[src/rtl/mandel_scan_ctrl.sv]
// rtl/mandel_scan_ctrl.sv - raster-scan sequencer feeding a shared Mandelbrot iteration engine
//
// Walks a cfg_width x cfg_height grid of Q4.(W_COORD-4) coordinates, issues one
// engine request per pixel, maps each iteration count to a pixel value and hands
// it to the draw sink. Repeats for cfg_num_frames frames, idling cfg_pause+1
// cycles between frames.
//
// Ports:
//   sync_clk, rst_n                   clock, asynchronous active-low reset
//   start, abort                      run control; start ignored while busy, abort forces IDLE
//   cfg_*                             run configuration, latched on an accepted start
//   eng_req_valid/ready, eng_cre/cim  request channel to the iteration engine
//   eng_rsp_valid, eng_rsp_iter       result channel from the iteration engine
//   pix_valid/ready, pix_x/y/n/flush  pixel channel to the draw sink
//   frame_done, frame_clear, run_done one-cycle strobes
//   busy                              high whenever the sequencer is outside IDLE
module mandel_scan_ctrl #(
    parameter int W_COORD  = 32,
    parameter int W_DIM    = 10,
    parameter int W_ITER   = 10,
    parameter int MAX_ITER = 1000
) (
    input  logic               sync_clk,
    input  logic               rst_n,
    input  logic               start,
    input  logic               abort,
    input  logic [W_DIM-1:0]   cfg_width,
    input  logic [W_DIM-1:0]   cfg_height,
    input  logic [W_COORD-1:0] cfg_xstart,
    input  logic [W_COORD-1:0] cfg_ystart,
    input  logic [W_COORD-1:0] cfg_xincr,
    input  logic [W_COORD-1:0] cfg_yincr,
    input  logic [7:0]         cfg_num_frames,
    input  logic [15:0]        cfg_pause,
    output logic               eng_req_valid,
    input  logic               eng_req_ready,
    output logic [W_COORD-1:0] eng_cre,
    output logic [W_COORD-1:0] eng_cim,
    input  logic               eng_rsp_valid,
    input  logic [W_ITER-1:0]  eng_rsp_iter,
    output logic               pix_valid,
    input  logic               pix_ready,
    output logic [W_DIM-1:0]   pix_x,
    output logic [W_DIM-1:0]   pix_y,
    output logic [W_ITER-1:0]  pix_n,
    output logic               pix_flush,
    output logic               frame_done,
    output logic               frame_clear,
    output logic               busy,
    output logic               run_done
);

    typedef enum logic [2:0] {S_IDLE, S_ISSUE, S_WAIT, S_EMIT, S_PAUSE} state_t;

    localparam logic [W_DIM-1:0] DIM_ONE = W_DIM'(1);

    state_t             state_q, state_d;
    logic [W_DIM-1:0]   width_q, width_d, height_q, height_d;
    logic [W_COORD-1:0] xstart_q, xstart_d, ystart_q, ystart_d;
    logic [W_COORD-1:0] xincr_q, xincr_d, yincr_q, yincr_d;
    logic [7:0]         nframes_q, nframes_d;
    logic [15:0]        pause_q, pause_d;
    logic [W_DIM-1:0]   x_q, x_d, y_q, y_d;
    logic [W_COORD-1:0] xr_q, xr_d, yr_q, yr_d;
    logic [3:0]         mod10_q, mod10_d;
    logic [7:0]         frame_q, frame_d;
    logic [15:0]        cnt_q, cnt_d;
    logic [W_ITER-1:0]  n_q, n_d;
    logic               frame_done_d, frame_clear_d, run_done_d;
    logic               eng_req_valid_q, pix_valid_q, pix_flush_q, busy_q;
    logic               frame_done_q, frame_clear_q, run_done_q;

    always_comb begin
        state_d       = state_q;
        width_d       = width_q;
        height_d      = height_q;
        xstart_d      = xstart_q;
        ystart_d      = ystart_q;
        xincr_d       = xincr_q;
        yincr_d       = yincr_q;
        nframes_d     = nframes_q;
        pause_d       = pause_q;
        x_d           = x_q;
        y_d           = y_q;
        xr_d          = xr_q;
        yr_d          = yr_q;
        mod10_d       = mod10_q;
        frame_d       = frame_q;
        cnt_d         = cnt_q;
        n_d           = n_q;
        frame_done_d  = 1'b0;
        frame_clear_d = 1'b0;
        run_done_d    = 1'b0;

        if (abort) begin
            state_d = S_IDLE;
        end else begin
            case (state_q)
                S_IDLE: begin
                    if (start) begin
                        if (cfg_width != '0 && cfg_height != '0 && cfg_num_frames != 8'd0) begin
                            width_d   = cfg_width;
                            height_d  = cfg_height;
                            xstart_d  = cfg_xstart;
                            ystart_d  = cfg_ystart;
                            xincr_d   = cfg_xincr;
                            yincr_d   = cfg_yincr;
                            nframes_d = cfg_num_frames;
                            pause_d   = cfg_pause;
                            x_d       = '0;
                            y_d       = '0;
                            xr_d      = cfg_xstart;
                            yr_d      = cfg_ystart;
                            frame_d   = 8'd0;
                            mod10_d   = 4'd0;
                            state_d   = S_ISSUE;
                        end else begin
                            run_done_d = 1'b1;
                        end
                    end
                end
                S_ISSUE: begin
                    if (eng_req_ready) state_d = S_WAIT;
                end
                S_WAIT: begin
                    if (eng_rsp_valid) begin
                        // Points that never escape are drawn with value 0.
                        n_d     = (int'(eng_rsp_iter) >= MAX_ITER) ? '0 : eng_rsp_iter;
                        state_d = S_EMIT;
                    end
                end
                S_EMIT: begin
                    if (pix_ready) begin
                        if (x_q != width_q - DIM_ONE) begin
                            x_d     = x_q + DIM_ONE;
                            xr_d    = xr_q + xincr_q;
                            mod10_d = (mod10_q == 4'd9) ? 4'd0 : mod10_q + 4'd1;
                            state_d = S_ISSUE;
                        end else if (y_q != height_q - DIM_ONE) begin
                            x_d     = '0;
                            mod10_d = 4'd0;
                            xr_d    = xstart_q;
                            y_d     = y_q + DIM_ONE;
                            yr_d    = yr_q + yincr_q;
                            state_d = S_ISSUE;
                        end else begin
                            frame_done_d = 1'b1;
                            cnt_d        = pause_q;
                            state_d      = S_PAUSE;
                        end
                    end
                end
                S_PAUSE: begin
                    if (cnt_q != 16'd0) begin
                        cnt_d = cnt_q - 16'd1;
                    end else begin
                        frame_d = frame_q + 8'd1;
                        if (frame_d == nframes_q) begin
                            state_d = S_IDLE;
                        end else begin
                            x_d     = '0;
                            y_d     = '0;
                            xr_d    = xstart_q;
                            yr_d    = ystart_q;
                            mod10_d = 4'd0;
                            state_d = S_ISSUE;
                        end
                    end
                end
                default: state_d = S_IDLE;
            endcase
        end

        // The clear/done strobes belong to the last PAUSE cycle, so they are
        // raised one cycle early, when the counter is about to reach zero.
        if (state_d == S_PAUSE && cnt_d == 16'd0) begin
            frame_clear_d = 1'b1;
            if (frame_q + 8'd1 == nframes_q) run_done_d = 1'b1;
        end
    end

    always_ff @(posedge sync_clk or negedge rst_n) begin
        if (!rst_n) begin
            state_q         <= S_IDLE;
            width_q         <= '0;
            height_q        <= '0;
            xstart_q        <= '0;
            ystart_q        <= '0;
            xincr_q         <= '0;
            yincr_q         <= '0;
            nframes_q       <= 8'd0;
            pause_q         <= 16'd0;
            x_q             <= '0;
            y_q             <= '0;
            xr_q            <= '0;
            yr_q            <= '0;
            mod10_q         <= 4'd0;
            frame_q         <= 8'd0;
            cnt_q           <= 16'd0;
            n_q             <= '0;
            eng_req_valid_q <= 1'b0;
            pix_valid_q     <= 1'b0;
            pix_flush_q     <= 1'b0;
            busy_q          <= 1'b0;
            frame_done_q    <= 1'b0;
            frame_clear_q   <= 1'b0;
            run_done_q      <= 1'b0;
        end else begin
            state_q         <= state_d;
            width_q         <= width_d;
            height_q        <= height_d;
            xstart_q        <= xstart_d;
            ystart_q        <= ystart_d;
            xincr_q         <= xincr_d;
            yincr_q         <= yincr_d;
            nframes_q       <= nframes_d;
            pause_q         <= pause_d;
            x_q             <= x_d;
            y_q             <= y_d;
            xr_q            <= xr_d;
            yr_q            <= yr_d;
            mod10_q         <= mod10_d;
            frame_q         <= frame_d;
            cnt_q           <= cnt_d;
            n_q             <= n_d;
            eng_req_valid_q <= (state_d == S_ISSUE);
            pix_valid_q     <= (state_d == S_EMIT);
            pix_flush_q     <= (state_d == S_EMIT) && (mod10_d == 4'd0);
            busy_q          <= (state_d != S_IDLE);
            frame_done_q    <= frame_done_d;
            frame_clear_q   <= frame_clear_d;
            run_done_q      <= run_done_d;
        end
    end

    assign eng_req_valid = eng_req_valid_q;
    assign eng_cre       = xr_q;
    assign eng_cim       = yr_q;
    assign pix_valid     = pix_valid_q;
    assign pix_x         = x_q;
    assign pix_y         = y_q;
    assign pix_n         = n_q;
    assign pix_flush     = pix_flush_q;
    assign frame_done    = frame_done_q;
    assign frame_clear   = frame_clear_q;
    assign busy          = busy_q;
    assign run_done      = run_done_q;

endmodule

[config.mk]
export PLATFORM = sky130hd
export DESIGN_NAME = mandel_scan_ctrl
export DESIGN_NICKNAME = d
export VERILOG_FILES = /design/src/rtl/mandel_scan_ctrl.sv
export SDC_FILE = /design/constraint.sdc
export NUM_CORES = 1
export LEC_CHECK = 0
export CAP_MARGIN = 5
export CORE_MARGIN = 2
export CORE_UTILIZATION = 54
export CTS_CLUSTER_DIAMETER = 80
export CTS_CLUSTER_SIZE = 20
export DETAILED_ROUTE_END_ITERATION = 12
export PLACE_DENSITY = 0.81
export RECOVER_POWER = 100
export REMOVE_ABC_BUFFERS = 1
export SLEW_MARGIN = 40
export SYNTH_ARGS = -nofsm -noshare
export SYNTH_HDL_FRONTEND = slang
export SYNTH_SLANG_ARGS = --single-unit
[constraint.sdc]
create_clock -name sync_clk -period 4.3 [get_ports sync_clk]
set_clock_uncertainty 0.2 [all_clocks]
set_input_delay 0.645 -clock sync_clk [delete_from_list [all_inputs] [get_ports sync_clk]]
set_output_delay 0.645 -clock sync_clk [all_outputs]
set_load 0.005 [all_outputs]
; ---- Word-level counts from Yosys, hierarchy flattened
; Index checks and enable logic that the tools add are counted.
; W data, S select, Z words.
[totals]
word_cells = 145
reg_bits = 304
out_inout_bits = 101
[op_classes]
addsub = 9
order_cmp = 1
muxes = 72
n_eq_ne = 19
reduce_logical = 19
bitwise_logic = 1
[op_table]
columns = operator, n
row1 = $mux W32, 14
row2 = $pmux W32 S3, 2
row3 = $mux W10, 11
row4 = $mux W16, 5
row5 = $add A32 B32 Y32, 2
row6 = $pmux W10 S3, 2
row7 = $mux W4, 9
row8 = $pmux W16 S2, 1
row9 = $mux W3, 9
row10 = $mux W8, 3
row11 = $add A10 B1 Y10 const B, 2
row12 = $ne A10 B10 Y1, 2
row13 = $reduce_bool A10 Y1, 2
row14 = $sub A10 B1 Y10 const B, 2
row15 = $logic_not A16 Y1, 1
row16 = $pmux W8 S2, 1
row17 = $reduce_bool A16 Y1, 1
row18 = $sub A16 B1 Y16 const B, 1
row19 = $pmux W3 S5, 1
row20 = $ne A2 B2 Y1 const B, 7
row21 = $mux W1, 13
row22 = $pmux W4 S3, 1
row23 = $ge A10 B10 Y1 const B, 1
row24 = $eq A3 B2 Y1 const B, 3
row25 = 19 further kinds, 25

; ---- Longest topological paths before layout
; Gate-level depths: netlist of run 1.
[logic_depth]
ltp_word = 10
depth_mapped = 14
ltp_nobuf = 12

; ---- Worst setup path after synthesis of run 1
; No wires, ideal clock.
[synth_path]
kind = register to register
startpoint = register width_q[3]
endpoint = register run_done_q (netlist: run_done)
t_required_ps = 3997
path_stages_with_launch = 13
arrival_time_ps = 3361
period_less_slack_ps = 3665
setup_slack_ps = 635
cell_sequence = dfrtp_1 or4_1 buf_2 o21ai_2 a31o_1 nand4_2 or3_1 buf_6 nor3_4 o21ai_2 a221o_1 or4_4 o41ai_2
[synth_between]
elab_chain_len = 9
elab_cells_between_ends = 14
classes_between = add/sub: 1 / eq/ne: 2 / mux: 9 / reduce/logical: 2
[synth_rtl]
columns = item, line
row1 = start: declaration, 58  ; logic [W_DIM-1:0] width_q, width_d, height_q, height_d;
row2 = start signal: assignment, 210  ; width_q <= width_d;
row3 = $sub A10 B1 Y10, 134  ; if (x_q != width_q - DIM_ONE) begin
row4 = $ne A10 B10 Y1, 134
row5 = $mux W16, 134
row6 = $mux W16, 133  ; if (pix_ready) begin
row7 = $pmux W16 S2, 98  ; case (state_q)
row8 = $mux W16, 95  ; if (abort) begin
row9 = named net cnt_d[1], 67  ; logic [15:0] cnt_q, cnt_d;
row10 = $logic_not A16 Y1, 176  ; if (state_d == S_PAUSE && cnt_d == 16'd0) begin
row11 = $logic_and A1 B1 Y1, 176
row12 = $mux W1, 176
row13 = named net run_done_d, 69  ; logic frame_done_d, frame_clear_d, run_done_d;
row14 = end signal: assignment, 232  ; run_done_q <= run_done_d;
row15 = end: declaration, 71  ; logic frame_done_q, frame_clear_q, run_done_q;
; The timed path passes the listed nets, and every way through them passes these cells.
; A chain may end at the register's enable or synchronous reset.

; ---- Worst setup path in the final report of run 1
[layout_path]
startpoint = register width_q[3]
endpoint = register yr_q[27] (netlist: eng_cim[27])
[layout_between]
elab_chain_len = 4
[layout_rtl]
columns = item, line
row1 = $sub A10 B1 Y10, 134
row2 = $ne A10 B10 Y1, 134
row3 = $ne A2 B2 Y1 (no source line), -
row4 = $reduce_and A9 Y1 (no source line), -
row5 = end signal: assignment, 221  ; yr_q <= yr_d;
row6 = end: declaration, 64  ; logic [W_COORD-1:0] xr_q, xr_d, yr_q, yr_d;
; No other way between the ends.

==> results of run 1 <==
-- layer usage --
layer / track usage, % / vias to the layer above
li1: - / 6904
met1: 38.0 / 7269
met2: 46.8 / 573
met3: 5.38 / 107
met4: 11.6 / 0
met5: 0 / -
-- power groups by stage --
stage	combinational (mW)	sequential, mW	clock [mW]
6_report	4.68	4.12	1.99
5_1_grt	5.17	4.22	2.13
4_1_cts	4.76	4.12	2.03
3_5_place_dp	4.73	4.17	0
3_3_place_gp	4.60	4.14	0
2_1_floorplan	3.27	4.02	0
-- how the worst max path moves through the flow --
stage | end | slack, ns | depth (start not counted)
floorplan | height_q[2] | -15.25 | 2
global placement | run_done | 0.34 | 10
detailed placement | run_done | 0.25 | 10
CTS | run_done | 0.19 | 10
global route | eng_cim[27] | 0.04 | 11
finish | eng_cim[27] | 0.24 | 11
-- cell type report --
class / instances / area, um2
clock buffer: 23 / 543
sequential: 304 / 7610
timing repair buffer: 335 / 3240
tap: 402 / 503
antenna: 9 / 22.5
clock inverter: 4 / 66.3
inverter: 35 / 131
fill: 2436 / 10200
multi-input combinational: 1281 / 9230
-- kinds of logic after synthesis --
| group | share of synthesized area, % |
|---|---|
| AOI/OAI and AO/OA | 17.7 |
| muxes | 11.4 |
| buffers and inverters | 2.73 |
| and+or+nand+nor | 14.2 |
| adders and majority gates | 5.31 |
| xor gates and xnor gates | 4.57 |
| DFF | 44.1 |
-- per-stage QoR --
step | setup slack, ns | instances | hold slack [ns] | power [mW] | cell area [um2]
2_1_floorplan | -15.25 | 1620 | 0.149 | 7.29 | 16900
3_3_place_gp | 0.338 | 2353 | 0.289 | 8.74 | 20800
3_5_place_dp | 0.247 | 2353 | 0.295 | 8.90 | 20800
4_1_cts | 0.186 | 2381 | 0.315 | 10.9 | 21400
5_1_grt | 0.0360 | 2392 | 0.323 | 11.5 | 21300
6_report | 0.236 | 2393 | 0.313 | 10.8 | 21300
-- placed cells by master (no fill, tap or decap), types with 26 or more instances in the layout --
master	instances
dfrtp_1	304
clkdlybuf4s50_1	185
mux2_2	169
nand2_1	158
o21ai_0	125
dlygate4sd3_1	104
nor2_1	103
ha_1	70
a21oi_1	62
xnor2_1	61
a21o_1	38
inv_1	35
nand3_1	35
nor3_1	34
a31oi_1	30
xor2_1	29
nor4_1	27
a222oi_1	27
a221oi_1	26
-- state kept, by name, indices dropped and copies added (netlist names), 3 cells and up --
name and flops:
eng_cim 32, eng_cre 32, xincr_q 32, xstart_q 32, yincr_q 32, ystart_q 32, cnt_q 16, pause_q 16
height_q 10, pix_n 10, pix_x 10, pix_y 10, width_q 10, frame_q 8, nframes_q 8, mod10_q 4
state_q 3
-- timing repair --
item	in CTS	in global routing
setup endpoints to repair	0	2
buffers inserted	0	2
hold buffers	1	0
gates resized for setup	0	3
endpoints found under the hold margin	56	0
==> metrics.yaml, run 1 <==
status:
  run_status: "finished, violations left"
  violations: "max-capacitance violations, max-slew violations"
global_route:
  grt_pass1_wl_mm: 77.3
  grt-ovfl-total: 0
  grt_max_degree: 94
  antenna_found_initial: 9
  grt_usage_pct: 28.7
  grt_pass1_vias: 14720
hold_path:
  worstHoldStart: "pix_n[8]"
  hold-path-endpoint: "pix_n[8]"
  hold_path.class: "reg -> reg"
  holdPathStages: 1
detailed_routing:
  wl_met3_mm: 3.31
  via_count: 14853
  drt_iter0_drc: 1123
  drt-vias-per-instance: 6.21
  wirelength_met1_mm: 20.5
  top_layer_used: "met4"
  routedWlPerCell_um: 20.3
  ant_nets: 0
  drc: 0
  routed_wl_mm: 48.5
  drt_first_pass_iters: 6
  dr_wl_met2_mm: 22.9
synthesis:
  synthTopCellsByCount: "304 x dfrtp_1, 169 x mux2_2, 159 x nand2_1, 124 x o21ai_0, 105 x nor2_1"
  synth_edf_count: 0
  yosys_warnings: 0
  synth_ff_type: "dfrtp_1"
  synth_most_common_cell: "dfrtp_1"
  synth_top_area_cell: "dfrtp_1"
  ys_seq_area_share_pct: 44.1
  ys_ff_latch: 304
  synthCells: 1706
  synth_top_cell_area_share_pct: 44.1
  yosys-top-cells-area: "dfrtp_1 44%, mux2_2 11%, ha_1 5.1%"
  syn-cell-area_mm2: 0.0173
  async_flop_share_pct: 100
  synth.distinct_cells: 83
  avgSynthCellArea_um2: 10.1
flow_run:
  cap_violations: 2
cts:
  cts_buffer_depth: 3
  cts-buffers-inserted: 20
  cts_tree: "yes"
  path_clk_slew_ns: 0.08
  htreeDepth: 1
  clock_latency_ns: 0.54
  cts.sinks: 304
  root_buffer: "clkbuf_16"
worst_setup_path:
  crit_buf_inv: 2
  timing.rr.end: "eng_cim[27]"
  r2r_cells: 11
  cp_cell_sequence: "or4_1, o21ai_2, a31o_1, nand4_2, or3_1, clkbuf_1, nor3_1, o21a_1, clkbuf_2, nor2_1, a31oi_1"
  worstSetupPathType: "reg -> reg"
  critPathTopFamily: "simple AND/OR/NAND/NOR gates"
  startpoint_type: "register"
  end_kind: "register"
  r2r_start: "width_q[3]"
  cpPeakStageDelay_ns: 0.70
  worst-path-max-fanout: 15
  critPathArrivalTime_ns: 4.30
  cpMaxStageDelayCell: "or4_1"
  required_ns: 4.54
  crit_start: "width_q[3]"
  reg2reg_slack_ns: 0.24
sta:
  finalCritPeriodShare_pct: 94.5
  max_slew.worst_pin.slew_ns: 2.43
  rsz0062_at_grt: "false"
  period_needed_ns: 4.06
  setup_tns_ns: 0
  drv_slew: 140
  max_slew_margin_pct: -62.2
  final_hold_viol_count: 0
  fmax_ghz: 0.246
  finalSetupViolCount: 0
power_and_ir_drop:
  power.internal_mw: 6.82
  cellLeakagePower_nw: 9.11
  pwr-share-comb_pct: 43.4
  seq_power_share_pct: 38.2
  cellPowerDensity_mw_per_mm2: 506
  switchingPower_mw: 3.97
  switching_share_pct: 36.8
  clock_power_share_pct: 18.4
  ir_worst_vdd_mv: 0.402
placement:
  place.gp.congestion: 0.912
  numPortBuffers: 289
  dpl.hpwl_mm: 34.5
die:
  std_cell_rows: 65
  pin_count: 290
  die_w_um: 183
  initial_core_util_pct: 54.7
  die_h_um: 183
  core-area_mm2: 0.0316
  die_area_mm2: 0.0334
cells_and_area:
  nets: 2238
  area_growth_pct: 23.6
  drive_gt1_share_pct: 13.0
  fin_util_pct: 67.6
(Power assumes the default switching activity.)
==> run 2, diff against run 1 <==
- CTS_CLUSTER_SIZE: 20 -> 28
==> run 2 against run 1 <==
The run still ends with max-capacitance violations, max-slew violations left. Maximum frequency decreased by 0.73%. Hold slack better by 0.0025 ns. Clock-buffer cell count decreased by 5. Wire length about the same. First-iteration DRC count is 12% higher. Worst setup slack got worse by 0.030 ns. Total power down 0.42%. Critical endpoint is now eng_cim[23]. Largest cell class unchanged. Highest routed layer unchanged.
==> metrics.yaml, run 2 (synthesis gave the netlist of run 1 again) <==
detailed_routing:
  via_count: 14857
  drt_iter0_drc: 1263
  ant_nets: 0
  drt_first_pass_iters: 5
  routedWlPerCell_um: 20.3
  routed_wl_mm: 48.5
  drc: 0
  drt-vias-per-instance: 6.20
cts:
  htreeDepth: 1
  cts_tree: "yes"
  cts.sinks: 304
  cts_buffer_depth: 3
  path_clk_slew_ns: 0.10
  root_buffer: "clkbuf_16"
  clock_latency_ns: 0.53
  cts-buffers-inserted: 17
sta:
  setup_tns_ns: 0
  finalCritPeriodShare_pct: 95.2
  final_hold_viol_count: 0
  max_slew_margin_pct: -63.0
  setup_slack_ns: 0.206
  whs_ns: 0.315
  fmax_ghz: 0.244
  rsz0062_at_grt: "false"
  max_slew.worst_pin.slew_ns: 2.45
  drv_slew: 140
  finalSetupViolCount: 0
  period_needed_ns: 4.09
worst_setup_path:
  worst-path-max-fanout: 15
  required_ns: 4.54
  worstSetupPathType: "reg -> reg"
  end_kind: "register"
  startpoint_type: "register"
  critPathArrivalTime_ns: 4.33
flow_run:
  cap_violations: 2
hold_path:
  hold_path.class: "reg -> reg"
global_route:
  grt_max_degree: 94
  grt_usage_pct: 28.5
  grt-ovfl-total: 0
  grt_pass1_wl_mm: 76.7
  antenna_found_initial: 9
  grt_pass1_vias: 14591
die:
  die_w_um: 183
  die_area_mm2: 0.0334
  std_cell_rows: 65
  core-area_mm2: 0.0316
  initial_core_util_pct: 54.7
  pin_count: 290
  die_h_um: 183
status:
  run_status: "finished, violations left"
  violations: "max-capacitance violations, max-slew violations"
cells_and_area:
  drive_gt1_share_pct: 13.1
  layout_commonest_cell: "dfrtp_1"
  area_growth_pct: 23.6
  layout_common_cells: "304 x dfrtp_1, 185 x clkdlybuf4s50_1, 169 x mux2_2, 158 x nand2_1, 125 x o21ai_0"
  nets: 2236
placement:
  post-place-ws_ns: 0.247
  numPortBuffers: 289
  dpl.hpwl_mm: 34.5
  place.gp.congestion: 0.912
power_and_ir_drop:
  cellLeakagePower_nw: 9.10
  cellPowerDensity_mw_per_mm2: 504
  ir_worst_vdd_mv: 0.425
==> run 2: cell count changes in the layout (fill, tap and decap cells not counted), sizes merged <==
cell / change
clkbuf: -4
bufinv: +1
clkinvlp: +1
clkinv: +2
inv: +3
==> run 2: worst paths after layout <==
check	cells past startpoint	to	from	slack (ns)
max	11	eng_cim[23]	width_q[3]	0.21
min	1	xstart_q[0]	xstart_q[0]	0.32
max reg2reg	11	eng_cim[23]	width_q[3]	0.21
min reg2reg	1	xstart_q[0]	xstart_q[0]	0.32
max in group asynchronous	3	ystart_q[15]	rst_n	0.71
min in group asynchronous	2	width_q[4]	rst_n	0.43
==> run 2: routing by layer <==
layer  vias up  global-route usage [%]  wire [um]
met2       575                    46.6      22900
li1       6913                       -          -
met3       104                    5.62       3560
met4         0                    10.9       1640
met1      7265                    37.7      20400
met5         -                       0          0
==> run 2: worst max-delay path, stage by stage, from the launching register on <==
cell and delay [ns]:
dfrtp_1 0.45, or4_1 0.70, o21ai_2 0.18, a31o_1 0.16
nand4_2 0.13, or3_1 0.47, clkbuf_1 0.21, nor3_1 0.49
o21a_1 0.39, clkbuf_2 0.38, nor2_1 0.09, a31oi_1 0.15
==> run 2: power by group <==
part / switching (mW) / total (mW) / internal, mW
Clock: 1.04 / 1.94 / 0.907
Sequential: 0.571 / 4.12 / 3.55
Combinational: 2.39 / 4.69 / 2.30
==> run 2: final cells by class <==
type                       count  area (um2)
tap                          402         503
timing repair buffer         336        3240
fill                        2451       10200
clock inverter                11         156
inverter                      35         131
multi-input combinational   1281        9230
sequential                   304        7610
clock buffer                  18         439
antenna                        9        22.5
==> run 2: what timing repair did <==
action	in CTS	in global routing
hold buffers	1	0
endpoints found under the setup margin	0	1
setup buffers	0	2
resized for setup	0	3
hold endpoints to repair	56	0
==> run 2: metrics by stage <==
stage	instance area (um2)	utilization, %	std cells	total power, mW
after global routing	21300	67.6	2395	11.5
after global placement	20800	65.8	2353	8.74
final	21300	67.6	2396	10.8
after floorplan	16900	-	1620	7.29
after CTS	21400	67.8	2383	10.9
after detailed placement	20800	65.8	2353	8.90
==> run 3, diff against run 2 <==
- ABC_AREA: default -> 1
- CORE_UTILIZATION: 54 -> 55
==> run 3 against run 2 <==
Flip-flop and latch count did not move. Clock power grew 8%. Total power rose by 5.0%. Worst setup slack better by 0.27 ns. The flow still finishes with violations (max-capacitance violations, max-slew violations).
==> metrics.yaml, run 3 <==
worst_setup_path:
  path_depth: 7
  end_kind: "register"
  r2r_cells: 10
  critPathArrivalTime_ns: 4.05
  crit_buf_inv: 2
  reg2reg_slack_ns: 0.58
  crit_start: "cfg_width[1]"
  timing.rr.end: "frame_q[7]"
  worst-path-max-fanout: 33
  cp-endpoint: "yincr_q[5]"
  cpMaxStageDelayCell: "nand3_1"
  worstSetupPathType: "in -> reg"
  cpPeakStageDelay_ns: 1.04
  critPathTopFamily: "simple AND/OR/NAND/NOR gates"
  r2r_start: "cnt_q[0]"
  required_ns: 4.52
  startpoint_type: "primary input"
  cp_cell_sequence: "clkdlybuf4s50_1, nor4_1, nand4_1, o221a_2, nand3_1, clkbuf_2, mux2_2"
sta:
  max_slew_margin_pct: -63.1
  max_slew.worst_pin.slew_ns: 2.45
  drv_slew: 122
  period_needed_ns: 3.83
  setup_tns_ns: 0
  setup_slack_ns: 0.472
  final_hold_viol_count: 0
  finalSetupViolCount: 0
  fmax_ghz: 0.261
  finalCritPeriodShare_pct: 89.0
  rsz0062_at_grt: "false"
placement:
  dpl.hpwl_mm: 40.6
  numPortBuffers: 289
  place.gp.congestion: 0.945
  post-place-ws_ns: 0.834
synthesis:
  yosys_warnings: 0
  synthCells: 2410
  synth_ff_type: "dfrtp_1"
  synth_top_cell_area_share_pct: 40.5
  avgSynthCellArea_um2: 7.80
  synthTopCellsByCount: "551 x nand2_1, 304 x dfrtp_1, 253 x inv_1, 233 x nor2_1, 200 x o21ai_0"
  yosys-top-cells-area: "dfrtp_1 40%, nand2_1 11%, mux2_2 5.7%"
  synth.distinct_cells: 61
  ys_seq_area_share_pct: 40.5
  synth_top_area_cell: "dfrtp_1"
  syn-cell-area_mm2: 0.0188
  async_flop_share_pct: 100
  ys_ff_latch: 304
  synth_edf_count: 0
  synth_most_common_cell: "nand2_1"
detailed_routing:
  ant_nets: 0
  drt_iter0_drc: 1424
  wirelength_met1_mm: 23.5
  drt_first_pass_iters: 6
  routed_wl_mm: 55.0
  routedWlPerCell_um: 17.6
  via_count: 17880
  dr_wl_met2_mm: 26.1
  drc: 0
  top_layer_used: "met4"
  wl_met3_mm: 3.69
  drt-vias-per-instance: 5.73
global_route:
  grt_usage_pct: 30.4
  grt-ovfl-total: 0
  grt_max_degree: 94
  grt_pass1_vias: 17618
  grt_pass1_wl_mm: 88.0
  antenna_found_initial: 1
power_and_ir_drop:
  ir_worst_vdd_mv: 0.335
  cellPowerDensity_mw_per_mm2: 496
  cellLeakagePower_nw: 10.7
  power.internal_mw: 6.58
  switching_share_pct: 41.7
  switchingPower_mw: 4.71
  seq_power_share_pct: 37.0
  clock_power_share_pct: 18.6
  pwr-share-comb_pct: 44.4
cts:
  root_buffer: "clkbuf_16"
  cts_buffer_depth: 3
  cts-buffers-inserted: 19
  clock_latency_ns: 0.54
  htreeDepth: 1
  path_clk_slew_ns: 0.10
  cts.sinks: 304
  cts_resized: 0
  cts_setup_buffers: 0
  cts_tree: "yes"
cells_and_area:
  layout_commonest_cell: "nand2_1"
  nets: 2918
  drive_gt1_share_pct: 7.57
  nFillCells: 2753
  area_growth_pct: 21.1
  layout_common_cells: "551 x nand2_1, 304 x dfrtp_1, 255 x inv_1, 235 x nor2_1, 206 x o21ai_0"
status:
  violations: "max-capacitance violations, max-slew violations"
  run_status: "finished, violations left"
hold_path:
  hold_path.class: "reg -> reg"
die:
  pin_count: 290
  std_cell_rows: 67
  die_w_um: 189
  core-area_mm2: 0.0336
  die_area_mm2: 0.0357
  die_h_um: 189
  initial_core_util_pct: 55.9
flow_run:
  cap_violations: 2
==> run 3: cell types whose count changed after synthesis, moves of 21 or more <==
cell / delta
xor2_1: +21
a21o_1: -32
inv_1: +218
clkbuf_1: -25
o21ai_0: +76
o211ai_1: +22
nand2_1: +392
nor2_1: +128
mux2_2: -74
a222oi_1: -27
a21oi_1: +98
xnor2_1: -42
nand3_1: +78
==> run 3: per-layer routing <==
layer  GRT usage, %  up-vias
met3           3.13      126
met5              0        -
met4           9.62        0
met1           41.0     8516
met2           51.6      732
li1               -     8506
==> run 3: worst min-delay path by stage <==
stage,from,to,slack [ns],depth (start not counted)
after floorplan,rst_n,busy,0.15,0
after global placement,ystart_q[22],ystart_q[22],0.27,2
after detailed placement,ystart_q[17],ystart_q[17],0.27,2
after CTS,ystart_q[8],ystart_q[8],0.30,2
after global routing,ystart_q[24],ystart_q[24],0.31,2
final,ystart_q[8],ystart_q[8],0.30,2
==> run 3: logic make-up (layout without fill, tap and decap cells) <==
group	after synthesis	in the layout	synth area share, %
buf+inv	354	613	7.50
fa+ha+maj	72	72	4.87
mux	95	95	5.69
xor+xnor	70	70	3.30
flops	304	304	40.5
compound gates	490	490	14.8
simple gates	1025	1025	23.3
other cells	0	1	0
==> run 3: power by group through the flow <==
stage	clock network, mW	logic [mW]	registers (mW)
global route	2.25	5.60	4.25
floorplan	0	3.40	4.03
detailed placement	0	5.02	4.21
global placement	0	4.88	4.20
CTS	2.14	5.05	4.17
finish	2.10	5.01	4.18
==> run 3: repair_timing <==
item	4_1_cts	5_1_grt
hold endpoints to repair	85	0
endpoints found under the setup margin	0	0
hold buffers	1	0
==> run 3: cell type report <==
class	count	area, um2	area share (%)
well taps	448	561	2.46
clock buffers	19	475	2.09
inverters	265	1000	4.39
multi-input cells	1752	9730	42.8
repair buffers	315	3180	14.0
diodes	1	2.50	0.0110
clock inverters	14	196	0.863
flip-flops and latches	304	7610	33.4
==> run 3: worst reg2reg max path: cells and delay by family (launching register included) <==
family	cells	cell delay, ns
AO/OA/AOI/OAI	1	0.29
adder cells (fa/ha/maj)	1	0.21
buffers and inverters	2	0.24
flip-flops	1	0.38
AND/OR/NAND/NOR	6	2.32
==> run 3: through the flow <==
stage	std cells	hold slack (ns)	area (um2)	power, mW	util (%)
2_1_floorplan	2321	0.149	18400	7.43	-
3_3_place_gp	3082	0.266	22100	9.08	65.8
3_5_place_dp	3083	0.273	22100	9.23	65.9
4_1_cts	3117	0.297	22800	11.4	67.9
5_1_grt	3117	0.315	22700	12.1	67.7
6_report	3118	0.296	22800	11.3	67.7
